`config.mk`:
```
export PLATFORM = sky130hd
export DESIGN_NAME = blur3x3_engine
export DESIGN_NICKNAME = d
export VERILOG_FILES = /design/src/rtl/blur3x3_pkg.sv /design/src/rtl/blur3x3_div9.sv /design/src/rtl/blur3x3_engine.sv
export SDC_FILE = /design/constraint.sdc
export NUM_CORES = 1
export LEC_CHECK = 0
export CAP_MARGIN = 20
export CORE_ASPECT_RATIO = 1.25
export CORE_MARGIN = 4
export CORE_UTILIZATION = 65
export CTS_CLUSTER_DIAMETER = 30
export DETAILED_ROUTE_END_ITERATION = 7
export MAX_ROUTING_LAYER = met4
export PLACE_DENSITY = 0.86
export SYNTH_ARGS = -nofsm -noshare
export SYNTH_HDL_FRONTEND = slang
export SYNTH_SLANG_ARGS = --single-unit
```
`constraint.sdc`:
```
create_clock -name CLK -period 14.3 [get_ports CLK]
set_input_delay 1.43 -clock CLK [delete_from_list [all_inputs] [get_ports CLK]]
set_output_delay 1.43 -clock CLK [all_outputs]
set_load 0.05 [all_outputs]
```
`src/rtl/blur3x3_pkg.sv`:
```
// Shared types and constants for the 3x3 box-blur engine: FSM state encoding,
// sum width and the reciprocal constant used to divide a 9-pixel sum by 9.
package blur3x3_pkg;

  typedef enum logic [3:0] {
    IDLE = 4'd0,
    RD0  = 4'd1,
    RD1  = 4'd2,
    RD2  = 4'd3,
    CAP  = 4'd4,
    SUM  = 4'd5,
    OUT  = 4'd6,
    NEXT = 4'd7,
    FIN  = 4'd8
  } state_t;

  // Nine pixels of dw bits never exceed 9*(2^dw-1) < 2^(dw+4).
  function automatic int sum_width(input int dw);
    return dw + 32'sd4;
  endfunction

  // With shift = sw+3 and recip = ceil(2^shift/9), the reciprocal error is at
  // most 8, so s*err < 2^shift for every s < 2^sw and floor(s*recip >> shift)
  // equals floor(s/9) exactly.
  function automatic int div9_shift(input int sw);
    return sw + 32'sd3;
  endfunction

  function automatic int div9_recip(input int sh);
    return ((32'sd1 << sh) + 32'sd8) / 32'sd9;
  endfunction

  // Precomputed values for the 8-bit pixel build (12-bit sum).
  localparam int DIV9_SHIFT = 15;
  localparam int DIV9_RECIP = 3641;

endpackage

```
`src/rtl/blur3x3_div9.sv`:
```
// Combinational 9-pixel adder tree followed by an exact divide-by-9 done as a
// constant reciprocal multiply. Macro BLUR_ROUND_EN selects round-to-nearest
// (floor((sum+4)/9)); otherwise the result is floor(sum/9).
module blur3x3_div9
  import blur3x3_pkg::*;
#(
  parameter int data_w = 8
) (
  input  logic [3*data_w-1:0] row0,
  input  logic [3*data_w-1:0] row1,
  input  logic [3*data_w-1:0] row2,
  output logic [data_w-1:0]   q
);

  localparam int SW = sum_width(data_w);
  localparam int SH = (data_w == 8) ? DIV9_SHIFT : div9_shift(SW);
  localparam int RC = (data_w == 8) ? DIV9_RECIP : div9_recip(SH);
  localparam logic [SW+SH-1:0] RECIP_V = (SW+SH)'(RC);
  localparam logic [SW-1:0]    QMAX    = {{4{1'b0}}, {data_w{1'b1}}};

  logic [SW-1:0]    r0_sum, r1_sum, r2_sum, total, dividend, quo;
  logic [SW+SH-1:0] prod;

  function automatic logic [SW-1:0] row_sum(input logic [3*data_w-1:0] t);
    return SW'(t[data_w-1:0]) + SW'(t[2*data_w-1:data_w]) + SW'(t[3*data_w-1:2*data_w]);
  endfunction

  // Sum the three triplets, divide by 9 and clamp to the pixel range.
  always_comb begin
    r0_sum = row_sum(row0);
    r1_sum = row_sum(row1);
    r2_sum = row_sum(row2);
    total  = r0_sum + r1_sum + r2_sum;
`ifdef BLUR_ROUND_EN
    dividend = total + SW'(4);
`else
    dividend = total;
`endif
    prod = (SW+SH)'(dividend) * RECIP_V;
    quo  = SW'(prod >> SH);
    if (quo > QMAX) begin
      q = {data_w{1'b1}};
    end else begin
      q = quo[data_w-1:0];
    end
  end

endmodule

```
`src/rtl/blur3x3_engine.sv`:
```
// 3x3 box-blur sequencer: walks a W x H frame stored in a 3-pixel-wide memory,
// reads three row triplets per output pixel, averages them and presents the
// (W-2) x (H-2) result on a valid/ready port. Optional macro BLUR_ROUND_EN
// (consumed by blur3x3_div9) switches to round-to-nearest division.
module blur3x3_engine
  import blur3x3_pkg::*;
#(
  parameter int addr_w   = 8,
  parameter int data_w   = 8,
  parameter int IMG_W    = 16,
  parameter int IMG_H    = 16,
  parameter int SRC_BASE = 0,
  parameter int DST_BASE = 0
) (
  input  logic                CLK,
  input  logic                RST,
  input  logic                START,
  output logic [addr_w-1:0]   ADDR,
  output logic                RD,
  input  logic [3*data_w-1:0] MDATA,
  output logic [addr_w-1:0]   OADDR,
  output logic [data_w-1:0]   ODATA,
  output logic                OVALID,
  input  logic                OREADY,
  output logic                BUSY,
  output logic                DONE
);

  generate
    if (IMG_W < 3 || IMG_H < 3) begin : g_bad_size
      $error("blur3x3_engine: IMG_W and IMG_H must both be at least 3");
    end
  endgenerate

  localparam logic [addr_w-1:0] X_LAST   = addr_w'(IMG_W - 3);
  localparam logic [addr_w-1:0] Y_LAST   = addr_w'(IMG_H - 3);
  localparam logic [addr_w-1:0] ROW_STEP = addr_w'(IMG_W);
  localparam logic [addr_w-1:0] DST_STEP = addr_w'(IMG_W - 2);
  localparam logic [addr_w-1:0] SRC_A    = addr_w'(SRC_BASE);
  localparam logic [addr_w-1:0] DST_A    = addr_w'(DST_BASE);

  state_t              state, nstate;
  logic [addr_w-1:0]   x, y, x_nxt, y_nxt, nxt_addr, dst_addr;
  logic                x_wrap, last_px;
  logic [3*data_w-1:0] row0, row1, row2;
  logic [data_w-1:0]   blur_q;

  blur3x3_div9 #(.data_w(data_w)) u_div9 (
    .row0 (row0),
    .row1 (row1),
    .row2 (row2),
    .q    (blur_q)
  );

  // Window position bookkeeping: next raster position and derived addresses.
  always_comb begin
    x_wrap  = (x == X_LAST);
    last_px = x_wrap && (y == Y_LAST);
    if (x_wrap) begin
      x_nxt = '0;
      y_nxt = y + addr_w'(1);
    end else begin
      x_nxt = x + addr_w'(1);
      y_nxt = y;
    end
    nxt_addr = SRC_A + y_nxt * ROW_STEP + x_nxt;
    dst_addr = DST_A + y * DST_STEP + x;
  end

  // FSM state register.
  always_ff @(posedge CLK or posedge RST) begin
    if (RST) begin
      state <= IDLE;
    end else begin
      state <= nstate;
    end
  end

  // FSM next-state logic.
  always_comb begin
    nstate = state;
    case (state)
      IDLE: begin
        if (START) begin
          nstate = RD0;
        end else begin
          nstate = IDLE;
        end
      end
      RD0:  nstate = RD1;
      RD1:  nstate = RD2;
      RD2:  nstate = CAP;
      CAP:  nstate = SUM;
      SUM:  nstate = OUT;
      OUT: begin
        if (OREADY && last_px) begin
          nstate = FIN;
        end else if (OREADY) begin
          nstate = NEXT;
        end else begin
          nstate = OUT;
        end
      end
      NEXT: nstate = RD0;
      FIN:  nstate = IDLE;
      default: nstate = IDLE;
    endcase
  end

  // Registered datapath: read strobes/addresses one cycle ahead of their state,
  // triplet capture, result register and handshake/status outputs.
  always_ff @(posedge CLK or posedge RST) begin
    if (RST) begin
      ADDR   <= '0;
      RD     <= 1'b0;
      OADDR  <= '0;
      ODATA  <= '0;
      OVALID <= 1'b0;
      BUSY   <= 1'b0;
      DONE   <= 1'b0;
      x      <= '0;
      y      <= '0;
      row0   <= '0;
      row1   <= '0;
      row2   <= '0;
    end else begin
      DONE <= 1'b0;
      case (state)
        IDLE: begin
          if (START) begin
            ADDR <= SRC_A;
            RD   <= 1'b1;
            BUSY <= 1'b1;
            x    <= '0;
            y    <= '0;
          end
        end
        RD0: begin
          ADDR <= ADDR + ROW_STEP;
          RD   <= 1'b1;
        end
        RD1: begin
          ADDR <= ADDR + ROW_STEP;
          RD   <= 1'b1;
          row0 <= MDATA;
        end
        RD2: begin
          RD   <= 1'b0;
          row1 <= MDATA;
        end
        CAP: begin
          row2 <= MDATA;
        end
        SUM: begin
          ODATA  <= blur_q;
          OADDR  <= dst_addr;
          OVALID <= 1'b1;
        end
        OUT: begin
          if (OREADY) begin
            OVALID <= 1'b0;
            if (last_px) begin
              DONE <= 1'b1;
              BUSY <= 1'b0;
            end
          end
        end
        NEXT: begin
          x    <= x_nxt;
          y    <= y_nxt;
          ADDR <= nxt_addr;
          RD   <= 1'b1;
        end
        FIN: begin
          x <= '0;
          y <= '0;
        end
        default: begin
          RD <= 1'b0;
        end
      endcase
    end
  end

endmodule

```
==> impl_metrics.sql <==
INSERT INTO impl_metrics (metric_group, metric, value, unit) VALUES
('logic_synthesis', 'synth_common_cells', 'inv_1 (139), ha_1 (128), dfrtp_1 (120), nand2_1 (70), fa_1 (69)', ''),
('clock_tree', 'cts_tree', 'done', ''),
('clock_tree', 'path_clk_slew', '60', 'ps'),
('global_routing', 'global_route.usage.total', '27.8', '%'),
('logic_synthesis', 'synth.cell_area', '0.00980', 'sq mm'),
('final_layout', 'areaGrowthSynthToFinish', '14.0', '%'),
('place', 'final_weighted_congestion_of_routability_driven_global_placement', '0.904', ''),
('routing', 'first_pass_iters', '5', ''),
('floorplanning', 'design.die.area', '0.0171', 'sq mm'),
('setup_path', 'cpPeakStageDelay', '620', 'ps'),
('timing', 'final_hold_viol_count', '0', ''),
('clock_tree', 'cts_root_buffer', 'clkbuf_16', ''),
('final_layout', 'design.final.nets', '1230', ''),
('logic_synthesis', 'ys.flop_type', 'dfrtp_1', ''),
('clock_tree', 'clk-insertion-delay-late', '430', 'ps'),
('logic_synthesis', 'synthCells', '951', ''),
('timing', 'period_minus_slack', '9580', 'ps'),
('timing', 'slew_headroom', '42.9', '%'),
('logic_synthesis', 'post-synth-top-count-cell', 'inv_1', ''),
('hold_path', 'hold_class', 'reg -> reg', ''),
('clock_tree', 'ctsHtreeMaxLevel', '4', ''),
('setup_path', 'startpoint_type', 'register', ''),
('routing', 'detail_route.iter0.violations', '341', ''),
('global_routing', 'grt_pass1_vias', '7812', ''),
('clock_tree', 'postCtsResizedCells', '0', ''),
('setup_path', 'path_buf_inv', '7', ''),
('setup_path', 'critical_path_required', '14620', 'ps'),
('logic_synthesis', 'synth_edf_count', '0', ''),
('timing', 'achievable-frequency', '104', 'MHz'),
('timing', 'post-route-period-util', '67.0', '%'),
('timing', 'fin_skew', '9.84', 'ps'),
('floorplanning', 'site_row_count', '49', ''),
('place', 'portBuffers', '55', ''),
('floorplanning', 'chipWidth', '118', 'um'),
('timing', 'worst_pin_slew', '857', 'ps'),
('flow_run', 'timing.max_cap.violations', '0', ''),
('place', 'detailed_place_hpwl', '15.3', 'mm'),
('setup_path', 'criticalPathCategory', 'reg -> reg', ''),
('routing', 'final_antenna_net_count', '0', ''),
('clock_tree', 'clk_path_buf_depth', '2', ''),
('clock_tree', 'cts_made_buffers', '17', ''),
('floorplanning', 'number_of_primary_i_o_pins', '56', ''),
('setup_path', 'critical-path-slowest-cell', 'xnor2_1', ''),
('timing', 'final.setup.tns', '0', 'ps'),
('logic_synthesis', 'top_cells_by_area_synth', 'dfrtp_1 (31%), ha_1 (16%), fa_1 (14%)', ''),
('floorplanning', 'initial_core_util', '67.2', '%'),
('routing', 'detailroute.via_count', '7137', ''),
('clock_tree', 'number_of_clock_sinks', '120', ''),
('setup_path', 'worst_path_dominant_cell_family', 'adder cells', ''),
('global_routing', 'grt_first_pass_wirelength', '37.3', 'mm'),
('global_routing', 'gr-total-overflow', '0', ''),
('logic_synthesis', 'synth.top_cell.area_share', '30.6', '%'),
('floorplanning', 'core_ar', '0.0146', 'sq mm'),
('logic_synthesis', 'post_synth.cell_area_avg', '10.3', 'sq um'),
('floorplanning', 'fp.dieH', '145', 'um'),
('logic_synthesis', 'synthDominantAreaCellType', 'dfrtp_1', ''),
('routing', 'drc', '0', ''),
('logic_synthesis', 'mappedNetlistNets', '1176', ''),
('setup_path', 'worst_ep_arrival_time', '9900', 'ps'),
('final_layout', 'post_route_cells_drive_above_1_share', '10.9', '%'),
('clock_tree', 'postCtsSetupBuffers', '0', ''),
('global_routing', 'grt_antenna_before_repair', '0', ''),
('logic_synthesis', 'ys.warnings.count', '0', ''),
('setup_path', 'path_max_fanout', '7', ''),
('logic_synthesis', 'yosysSeqAreaShare', '30.6', '%'),
('timing', 'timing.final.setup_violations', '0', ''),
('routing', 'finalWirelength', '21.9', 'mm'),
('logic_synthesis', 'ys_seq_elements', '120', ''),
('setup_path', 'critical_path.endpoint_type', 'register', ''),
('run_status', 'status', 'finished, final reports clean', ''),
('logic_synthesis', 'synth_cell_types', '57', ''),
('final_layout', 'antenna_cells', '0', ''),
('routing', 'vias_per_cell', '5.97', ''),
('clock_tree', 'total_of_hold_buffers_inserted_after_clock_tree_synthesis', '0', ''),
('logic_synthesis', 'ys_async_sr_fraction', '100', '%'),
('routing', 'detail_route.wl_per_cell', '18.3', 'um'),
('timing', 'grt_setup_unrepaired', 'no', ''),
('global_routing', 'pin_count_of_the_biggest_net_entering_global_routing', '68', ''),
('timing', 'drv_slew', '0', '');
-- worst reg2reg max path: cells and delay by family (launching register included) --
family	cells	cell delay [ps]
adders and majority gates	12	4900
AOI/OAI and AO/OA	9	2010
xor gates and xnor gates	3	1040
and+or+nand+nor	5	710
buffers and inverters	7	410
DFF	1	370
-- kinds of logic (layout without fill, tap and decap cells) --
kind of cell | after synthesis | in the layout | share of synthesized area, %
compound gates | 173 | 173 | 11.0
xor+xnor | 63 | 63 | 5.71
fa+ha+maj | 197 | 197 | 30.4
buf+inv | 163 | 230 | 6.49
flops | 120 | 120 | 30.6
mux | 65 | 65 | 7.47
simple gates | 170 | 170 | 8.24
-- per-stage QoR --
stage | util [%] | hold WS (ps) | cells | worst slack [ps] | instance area (sq um)
3_5_place_dp | 71.9 | 470 | 1164 | 4930 | 10500
5_1_grt | 76.6 | 507 | 1196 | 4120 | 11200
2_1_floorplan | - | 454 | 951 | 5770 | 9800
4_1_cts | 76.6 | 485 | 1196 | 4740 | 11200
6_report | 76.6 | 483 | 1196 | 4720 | 11200
3_3_place_gp | 71.9 | 461 | 1164 | 5320 | 10500
-- area by class of cell --
type / instances / area (sq um)
timing repair buffer: 59 / 581
multi-input combinational: 668 / 6160
fill: 907 / 3420
inverter: 139 / 524
tap: 178 / 223
clock inverter: 14 / 244
clock buffer: 18 / 439
sequential: 120 / 3000
-- worst paths after layout --
kind / to / slack [ps] / startpoint / cells after the start
max: ODATA[7] / 4720 / row2[0] / 36
min: OADDR[0] / 480 / OADDR[0] / 2
max reg2reg: ODATA[7] / 4720 / row2[0] / 36
min reg2reg: OADDR[0] / 480 / OADDR[0] / 2
max in group asynchronous: row0[14] / 11490 / RST / 3
min in group asynchronous: row2[5] / 1460 / RST / 2
-- placed cells by master, fill, tap and decap left out, types with 36 or more instances in the layout --
| master | count |
|---|---|
| xnor2_1 | 42 |
| nand2_1 | 70 |
| nor2_1 | 36 |
| clkdlybuf4s50_1 | 55 |
| mux2_2 | 65 |
| ha_1 | 128 |
| dfrtp_1 | 120 |
| o21ai_0 | 59 |
| fa_1 | 69 |
| inv_1 | 138 |
| a21oi_1 | 46 |
-- flip-flops by register name, indices dropped and copies added (netlist names) --
register / flops
OADDR: 8
RD: 1
row0: 24
ADDR: 8
state: 4
row2: 24
BUSY: 1
ODATA: 8
DONE: 1
row1: 24
y: 8
OVALID: 1
x: 8
-- routing by layer --
metal	GRT usage, %	vias up	routed length [um]
li1	-	3314	-
met1	31.5	3558	8710
met2	47.6	201	11600
met3	5.68	64	914
met4	12.1	0	663
met5	-	-	0
Power is left out: the tool's default activity adds up to more than one toggle a clock period on the data nets, which glitch-free logic cannot reach.
